[src/rtl/dmem_arbiter.sv]
// -----------------------------------------------------------------------------
// dmem_arbiter
//
// Shares a single-port data memory between the pipeline MEM stage (P port) and
// a secondary burst requester such as a debug loader or DMA engine (D port).
// P has priority every cycle. D beats go into idle slots. A starvation counter
// takes one slot from P after STARVE_MAX consecutive denied cycles, and stalls
// the pipeline for that one cycle.
//
// Ports
//   clk, reset           clock; asynchronous active-low reset (0 = reset)
//   p_valid/p_we         MEM stage op valid / op is a store
//   p_addr/p_wdata       MEM stage byte address / store data
//   p_rdata              load data (always m_rdata)
//   p_stall              slot taken by D; MEM stage holds its op and retries
//   d_req/d_we           D command valid / burst is a write
//   d_addr/d_len         D word-aligned start address / beats minus one
//   d_ready              D command accepted when d_req & d_ready
//   d_wdata/d_wready     D write word / word consumed this cycle
//   d_rvalid/d_rdata     registered D read word
//   d_done               one-cycle burst-complete pulse
//   m_we/m_addr/m_wdata  memory write enable / byte address / write data
//   m_rdata              combinational memory read data
//   dbg_state            current FSM state (0 = IDLE, 1 = BUSY)
//
// Handshakes: a D command transfers in a cycle where d_req and d_ready are both
// high. The accept cycle performs no memory access. A write word on d_wdata
// must stay stable until a cycle with d_wready high, and is consumed in that
// cycle. d_rvalid is a one-cycle qualifier with no back-pressure.
// -----------------------------------------------------------------------------
module dmem_arbiter #(
  parameter int DBITS      = 32,
  parameter int LENBITS    = 4,
  parameter int STARVE_MAX = 4
) (
  input  logic               clk,
  input  logic               reset,
  input  logic               p_valid,
  input  logic               p_we,
  input  logic [DBITS-1:0]   p_addr,
  input  logic [DBITS-1:0]   p_wdata,
  output logic [DBITS-1:0]   p_rdata,
  output logic               p_stall,
  input  logic               d_req,
  input  logic               d_we,
  input  logic [DBITS-1:0]   d_addr,
  input  logic [LENBITS-1:0] d_len,
  output logic               d_ready,
  input  logic [DBITS-1:0]   d_wdata,
  output logic               d_wready,
  output logic               d_rvalid,
  output logic [DBITS-1:0]   d_rdata,
  output logic               d_done,
  output logic               m_we,
  output logic [DBITS-1:0]   m_addr,
  output logic [DBITS-1:0]   m_wdata,
  input  logic [DBITS-1:0]   m_rdata,
  output logic               dbg_state
);

  localparam int SW = $clog2(STARVE_MAX + 1);
  localparam logic [SW-1:0] STARVE_TOP = SW'(STARVE_MAX);
  localparam int BW = LENBITS + 1;  // holds d_len+1 without overflow

  typedef enum logic {
    IDLE = 1'b0,
    BUSY = 1'b1
  } state_t;

  state_t           state_q, state_d;
  logic [SW-1:0]    starve_q, starve_d;
  logic [BW-1:0]    beats_q, beats_d;
  logic [DBITS-1:0] cur_addr_q, cur_addr_d;
  logic             we_l_q, we_l_d;
  logic [DBITS-1:0] d_rdata_q, d_rdata_d;
  logic             d_rvalid_q, d_rvalid_d;
  logic             d_done_q, d_done_d;

  logic busy;
  logic starved;
  logic d_slot;

  assign busy    = (state_q == BUSY);
  assign starved = (starve_q == STARVE_TOP);
  // D takes the slot when P is idle, or when D has waited long enough.
  assign d_slot  = busy & (~p_valid | starved);

  // Memory-side mux. When D steals the slot, P's store never reaches m_we.
  assign m_addr   = d_slot ? cur_addr_q : p_addr;
  assign m_we     = d_slot ? we_l_q : (p_valid & p_we);
  assign m_wdata  = (d_slot & we_l_q) ? d_wdata : p_wdata;
  assign d_wready = d_slot & we_l_q;
  assign p_stall  = busy & p_valid & starved;
  assign d_ready  = ~busy;
  assign p_rdata  = m_rdata;

  assign d_rvalid  = d_rvalid_q;
  assign d_rdata   = d_rdata_q;
  assign d_done    = d_done_q;
  assign dbg_state = state_q;

  always_comb begin
    state_d    = state_q;
    starve_d   = starve_q;
    beats_d    = beats_q;
    cur_addr_d = cur_addr_q;
    we_l_d     = we_l_q;
    d_rdata_d  = d_rdata_q;
    d_rvalid_d = 1'b0;
    d_done_d   = 1'b0;
    case (state_q)
      IDLE: begin
        starve_d = '0;
        if (d_req) begin
          cur_addr_d = d_addr;
          beats_d    = {1'b0, d_len} + BW'(1);
          we_l_d     = d_we;
          state_d    = BUSY;
        end
      end
      BUSY: begin
        if (d_slot) begin
          cur_addr_d = cur_addr_q + DBITS'(4);  // wraps modulo 2^DBITS
          beats_d    = beats_q - BW'(1);
          starve_d   = '0;
          if (!we_l_q) begin
            d_rvalid_d = 1'b1;
            d_rdata_d  = m_rdata;
          end
          if (beats_q == BW'(1)) begin
            state_d  = IDLE;
            d_done_d = 1'b1;
          end
        end else if (p_valid && !starved) begin
          starve_d = starve_q + SW'(1);
        end
      end
      default: state_d = IDLE;
    endcase
  end

  always_ff @(posedge clk or negedge reset) begin
    if (!reset) begin
      state_q    <= IDLE;
      starve_q   <= '0;
      beats_q    <= '0;
      cur_addr_q <= '0;
      we_l_q     <= 1'b0;
      d_rdata_q  <= '0;
      d_rvalid_q <= 1'b0;
      d_done_q   <= 1'b0;
    end else begin
      state_q    <= state_d;
      starve_q   <= starve_d;
      beats_q    <= beats_d;
      cur_addr_q <= cur_addr_d;
      we_l_q     <= we_l_d;
      d_rdata_q  <= d_rdata_d;
      d_rvalid_q <= d_rvalid_d;
      d_done_q   <= d_done_d;
    end
  end

endmodule

[config.mk]
export PLATFORM = sky130hd
export DESIGN_NAME = dmem_arbiter
export DESIGN_NICKNAME = d
export VERILOG_FILES = /design/src/rtl/dmem_arbiter.sv
export SDC_FILE = /design/constraint.sdc
export NUM_CORES = 1
export LEC_CHECK = 0
export BUFFER_PORTS_ARGS = -buffer_cell sky130_fd_sc_hd__buf_2
export CAP_MARGIN = 10
export CORE_MARGIN = 2
export CORE_UTILIZATION = 36
export DETAILED_ROUTE_END_ITERATION = 7
export PLACE_DENSITY = 0.69
export SLEW_MARGIN = 0
export SYNTH_ARGS = -nofsm -noshare
export SYNTH_HDL_FRONTEND = slang
export SYNTH_SLANG_ARGS = --single-unit
[constraint.sdc]
create_clock -name clk -period 7.45 [get_ports clk]
set_input_delay 2.235 -clock clk [delete_from_list [all_inputs] [get_ports clk]]
set_output_delay 2.235 -clock clk [all_outputs]
set_load 0.02 [all_outputs]
==> results.toml, run 1 <==
[outcome]
status = "complete, no violations"

[pwr]
clockPowerShare_pct = 19.7
power_leakage_nw = 3.366
ir_drop_uv = 101.4
powerDensity_nw_per_um2 = 329.3
p_comb_share_pct = 45.3
p_switching_w = 0.0009223
internal_power_w = 0.001273
swShare_pct = 42.02
pwr-share-seq_pct = 35.0
finalPower_w = 0.002195

[synthesis]
synth-xor-area-share_pct = 3.376
synth_nets = 722
synth_cell_type_count = 50
synth_compound_gate_area_share_pct = 10.99
syn_inst = 546
synth-simple-area-share_pct = 22.19
async_flop_share_pct = 100.0
ys.flop_type = "dfrtp_1"
ys_warn_count = 0
synth-seq-cells = 76
synth.area.mux_share_pct = 15.03
synth_top_family_by_area = "simple AND/OR/NAND/NOR gates"
yosysSeqAreaShare_pct = 38.59
synth_edf_count = 0
synthAdderAreaFrac_pct = 1.523
synth_area_per_cell_um2 = 9.027
synth_area_um2 = 4928

[setup_path]
crit_path_end_kind = "output port"
worstSetupStartpointType = "input port"
cp_max_fo = 27
crit_required_ps = 5220
startpoint = "p_valid"
path_class = "input port to output port"
r2r-start = "starve_q[0]"
worstPathArrival_ps = 3930
worst_r2r_path_depth = 9

[worst_hold_path]
min_from = "cur_addr_q[0]"
worstHoldPathCells = 2
hold_path_class = "flip-flop to flip-flop"

[global_route]
grt_first_pass_wirelength_um = 23380
grt_pass1_vias = 4603
grt_usage_pct = 20.29
grt_start_max_net_pins = 77
overflow = 0
antenna_found_initial = 0

[die]
die-area_um2 = 14640
row_count = 42
pin_count = 305
die_width_um = 121.0
core_um2 = 13300
initial_utilization_pct = 37.07
die-height_um = 121.0

[layout]
n_antenna_cell = 0
finalNetCount = 983
drive_gt1_share_pct = 50.00
syn_to_final_growth_pct = 35.24

[clock_tree]
clkSinkCount = 76
postCtsSetupBuffers = 0
clock_latency_ps = 340
htreeDepth = 3
hold_buffers = 0
cts-root-buf = "clkbuf_16"
post_cts_resized = 0
cts_tree = "done"
clk_pin_slew_worst_paths_ps = 60
cts_buffer_depth = 2
cts_buffers = 9

[routing]
wl_per_cell_um = 15.68
drc_errors = 0
wl_um = 15490
dr.pass1.iters = 4
drt_iter0_drc = 276
antenna_left = 0
via_per_inst = 4.985
vias = 4925

[sta]
rsz0062_at_grt = "false"
worstMarginPinSlew_ps = 987.0
drv_slew = 0
min_period_ps = 6160
final-hold-violation-count = 0
holdWs_ps = 474.8
fmax_ghz = 0.1623
fin_crit_sh_pct = 82.69
clock_skew_ps = 12.35
slew_headroom_pct = 34.20
setup_viol = 0
tns_ps = 0

[placed_design]
place.gp.congestion = 0.8217
dp.final_hpwl_um = 11880
io_buffers = 304

[flow_run]
maxCapViolCount = 0
-- sequential cells by signal, indices dropped and copies added (netlist names) --
| name | flops |
|---|---|
| dbg_state | 1 |
| beats_q | 5 |
| d_rdata | 32 |
| we_l_q | 1 |
| cur_addr_q | 32 |
| d_done | 1 |
| starve_q | 3 |
| d_rvalid | 1 |
-- stage by stage --
| stage | worst slack, ps | util [%] | cell area [µm²] | instances |
|---|---|---|---|---|
| 2_1_floorplan | 1725 | - | 4928 | 546 |
| 3_3_place_gp | 1305 | 47.93 | 6372 | 972 |
| 3_5_place_dp | 1277 | 47.93 | 6372 | 972 |
| 4_1_cts | 1276 | 50.13 | 6665 | 988 |
| 5_1_grt | 1109 | 50.13 | 6665 | 988 |
| 6_report | 1290 | 50.13 | 6665 | 988 |
-- power by group through the flow --
stage	logic (W)	registers (W)	clock network, W
floorplan	0.000599	0.000837	0
global placement	0.000991	0.000769	0
detailed placement	0.00100	0.000774	0
CTS	0.00100	0.000768	0.000444
global route	0.00108	0.000801	0.000460
finish	0.000993	0.000768	0.000433
-- cells by family after synthesis --
logic type,Yosys count
XOR/XNOR,19
buffers and inverters,72
multiplexers,66
adder cells (fa/ha/maj),6
flip-flops,76
AND/OR/NAND/NOR,223
AO/OA/AOI/OAI,84
-- final timing paths --
check                           slack, ps        endpoint
worst max-delay path                 1290      m_addr[26]
worst min-delay path                  470   cur_addr_q[0]
worst max register to register       4390     d_rdata[26]
worst min register to register        470   cur_addr_q[0]
max in group asynchronous            4750   cur_addr_q[4]
min in group asynchronous            2040  cur_addr_q[24]
-- per-layer routing --
layer  vias to the layer above  share of wire (%)  GRT usage (%)  wire (µm)
met3                        22                6.5          3.477       1010
li1                       2404                  -              -          -
met2                       195                 48          32.69       7377
met1                      2304                 44          27.76       6842
met4                         0                1.7          6.395        264
met5                         -                  0              0          0
-- worst max-delay path, cell delays in order --
cell,delay (ps)
buf_2,100
a21bo_2,300
nand2_1,680
buf_4,310
nand2_1,80
nand2_1,60
buf_2,150
-- synthesized netlist by cell type, types with 10 or more instances --
cell	instances	share of area, %
mux2_2	64	15
xnor2_1	10	1.8
clkbuf_1	14	1.1
buf_4	33	5.0
nor2b_1	14	1.8
dfrtp_1	76	39
o21ai_0	14	1.4
nand3_1	11	1.1
nor2_1	19	1.4
nand4_1	10	1.3
buf_2	11	1.1
nand2_1	130	9.9
a211oi_1	18	2.7
a21oi_1	25	2.5
-- placed cells by master, fill, tap and decap left out, types with 4 or more instances in the layout --
cell and n:
mux2_2 64, buf_2 303, a31oi_1 4, buf_4 10
xnor2_1 10, xor2_1 9, o21ai_0 14, nor3_1 9
a311oi_1 4, nand3_1 11, inv_1 9, nor2b_1 14
nand4_1 10, clkbuf_16 9, and3_1 8, a211oi_1 18
nor2_1 18, nand2_1 130, dfrtp_1 76, a21oi_1 25
ha_1 6
-- layout make-up --
| class | count | area (µm²) |
|---|---|---|
| Fill cell | 1296 | 6630 |
| Multi-Input combinational cell | 398 | 2625 |
| Sequential cell | 76 | 1902 |
| Timing Repair Buffer | 313 | 1592 |
| Clock buffer | 9 | 225.2 |
| Tap cell | 176 | 220.2 |
| Clock inverter | 7 | 67.56 |
| Inverter | 9 | 33.78 |
Power figures use the tool's default switching activity.
==> inputs of run 2 (changes only) <==
Settings changed: ABC_AREA from default to 1, PLACE_DENSITY 0.69 to 0.71.
Clock period 7.45 ns to 4.9 ns, I/O delays scaled along.
==> run 2 against run 1 <==
Final cell count rose by 27%. Clock power rose by 59%. Flip-flop and latch count did not move. Worst hold slack got worse by 9.8 ps. Final area rose by 2.6%. Non-clock buffer count fell by 2. Wire length rose by 4.7%. Setup slack got worse by 790 ps. Combinational power rose by 78%. Register-to-register slack got worse by 2400 ps. Total power rose by 63%. Clock skew fell by 7.9 ps. Critical path type unchanged. Critical endpoint is now m_wdata[8]. Largest cell class unchanged.
==> results.toml, run 2 <==
[pwr]
power_leakage_nw = 3.915
clockPowerShare_pct = 19.3
ir_drop_uv = 268.0
internal_power_w = 0.001929
pwr-share-seq_pct = 31.4
p_switching_w = 0.001648
p_comb_share_pct = 49.4
swShare_pct = 46.07
powerDensity_nw_per_um2 = 523.0

[layout]
mostFrequentLayoutCells = "nand2_1 (408), buf_2 (303), dfrtp_1 (76), nor2_1 (61), inv_1 (49)"
syn_to_final_growth_pct = 33.68
drive_gt1_share_pct = 31.87
fin_area_um2 = 6839
final_core_util_pct = 49.27
final_common_cell = "nand2_1"
n_antenna_cell = 0
finalNetCount = 1241

[routing]
drt_iter0_drc = 422
drc_errors = 0
wl_um = 16220
dr.pass1.iters = 5
via_per_inst = 4.607
vias = 5759
antenna_left = 0
wl_per_cell_um = 12.98

[outcome]
status = "complete, no violations"

[flow_run]
maxCapViolCount = 0

[setup_path]
cp_common_cell = "nand2_1"
worstPathArrival_ps = 2930
path_cells = "buf_2 > nand2_1 > inv_2 > nor2_4 > inv_4 > nor2_4 > inv_2 > nand2_1 > nand2_1 > buf_2"
cp_max_fo = 33
slowest_delay_ps = 300
path_class = "input port to output port"
cp_slowest_cell = "nor2_4"
crit_path_end_kind = "output port"
crit_required_ps = 3430
worstSetupStartpointType = "input port"

[sta]
slew_headroom_pct = 35.25
drv_slew = 0
fin_crit_sh_pct = 89.88
tns_ps = 0
worstMarginPinSlew_ps = 971.2
setup_viol = 0
clock_skew_ps = 4.452
holdWs_ps = 465.0
final-hold-violation-count = 0
fmax_ghz = 0.2271
rsz0062_at_grt = "false"
min_period_ps = 4404

[clock_tree]
clkSinkCount = 76
cts_buffer_depth = 2
hold_buffers = 0
cts_tree = "done"
clk_pin_slew_worst_paths_ps = 60
post_cts_resized = 0
clock_latency_ps = 330
postCtsSetupBuffers = 0
cts_buffers = 9
cts-root-buf = "clkbuf_16"
htreeDepth = 3

[synthesis]
synth_nets = 984
yosysMostFrequentCell = "nand2_1"
synth-seq-cells = 76
syn_inst = 808
async_flop_share_pct = 100.0
ys_top_cells_by_count = "nand2_1 (408), dfrtp_1 (76), nor2_1 (61), inv_1 (49), nand3_1 (41)"
synth_top_area_share_pct = 37.17
ys_warn_count = 0
synth.area.top_cells = "dfrtp_1 (37%), nand2_1 (30%), buf_4 (4.7%)"
yosysTopAreaCell = "dfrtp_1"
synth_edf_count = 0
yosysSeqAreaShare_pct = 37.17
synth_area_per_cell_um2 = 6.332
ys.flop_type = "dfrtp_1"
synth_cell_type_count = 33
synth_area_um2 = 5116

[worst_hold_path]
hold_path_class = "flip-flop to flip-flop"

[global_route]
grt_start_max_net_pins = 77
grt_usage_pct = 20.69
grt_pass1_vias = 5059
grt_first_pass_wirelength_um = 24560
antenna_found_initial = 1
overflow = 0

[die]
die-height_um = 123.2
core_um2 = 13880
die_width_um = 123.2
initial_utilization_pct = 36.86
pin_count = 305
row_count = 43
die-area_um2 = 15180

[placed_design]
io_buffers = 304
place_area_um2 = 6525
dp.final_hpwl_um = 12540
place.gp.congestion = 0.8306
-- run 2: cell count changes in the layout (fill, tap and decap cells not counted), moves of 8 or more --
cell	delta
nand4_1	-8
o21ai_1	+14
mux2_2	-64
xnor2_1	-8
nor2_1	+43
a21oi_1	-12
inv_1	+40
o21ai_0	+19
and3_1	-8
nand3_1	+30
nor2b_1	-14
nand2_1	+278
a211oi_1	-17
-- run 2: worst max-delay path: cells and delay by family --
kind,cells,cell delay [ps]
buf+inv,5,750
simple gates,5,680
-- run 2: path summary, 6_finish.rpt --
| check | from | cells past startpoint | to | slack (ps) |
|---|---|---|---|---|
| setup / recovery | p_valid | 10 | m_wdata[8] | 500 |
| hold reg to reg | d_rdata[6] | 2 | d_rdata[6] | 470 |
| setup reg to reg | starve_q[0] | 13 | d_rdata[17] | 1990 |
| min in group asynchronous | reset | 1 | cur_addr_q[6] | 1290 |
| max in group asynchronous | reset | 1 | d_rdata[5] | 2980 |
| hold / removal | d_rdata[6] | 2 | d_rdata[6] | 470 |
-- run 2: kinds of logic after synthesis --
kind of cell | Yosys count | synth area share [%]
adders and majority gates | 6 | 1.467
AOI/OAI and AO/OA | 78 | 8.437
xor gates and xnor gates | 5 | 0.8561
and+or+nand+nor | 522 | 40.23
DFF | 76 | 37.17
buffers and inverters | 121 | 11.84
-- run 2: area by class of cell --
class	count	area (µm²)
clock buffers	13	270.3
clock inverters	3	43.79
fillers	1443	7042
inverters	56	212.7
multi-input cells	611	2609
flip-flops and latches	76	1902
well taps	180	225.2
repair buffers	311	1577
-- run 2: metrics by stage --
stage                     cells  total power, W  setup WS, ps
after floorplan             808        0.002324         962.9
after global placement     1234        0.002873         526.9
after detailed placement   1234        0.002909         508.0
after CTS                  1250        0.003617         506.6
after global routing       1250        0.003885         307.8
final                      1250        0.003577         495.9
-- run 2: power by group through the flow --
stage	clock, W	combinational, W	sequential (W)
CTS	0.000710	0.00179	0.00112
floorplan	0	0.00107	0.00125
detailed placement	0	0.00179	0.00112
finish	0.000689	0.00177	0.00112
global route	0.000736	0.00199	0.00116
global placement	0	0.00175	0.00112
-- run 2: routing by layer --
| metal | share of wire [%] | track usage (%) | vias up |
|---|---|---|---|
| met3 | 6.8 | 3.736 | 19 |
| li1 | - | - | 2992 |
| met5 | 0 | 0 | - |
| met1 | 44 | 27.56 | 2518 |
| met2 | 48 | 34.03 | 230 |
| met4 | 1.5 | 6.676 | 0 |
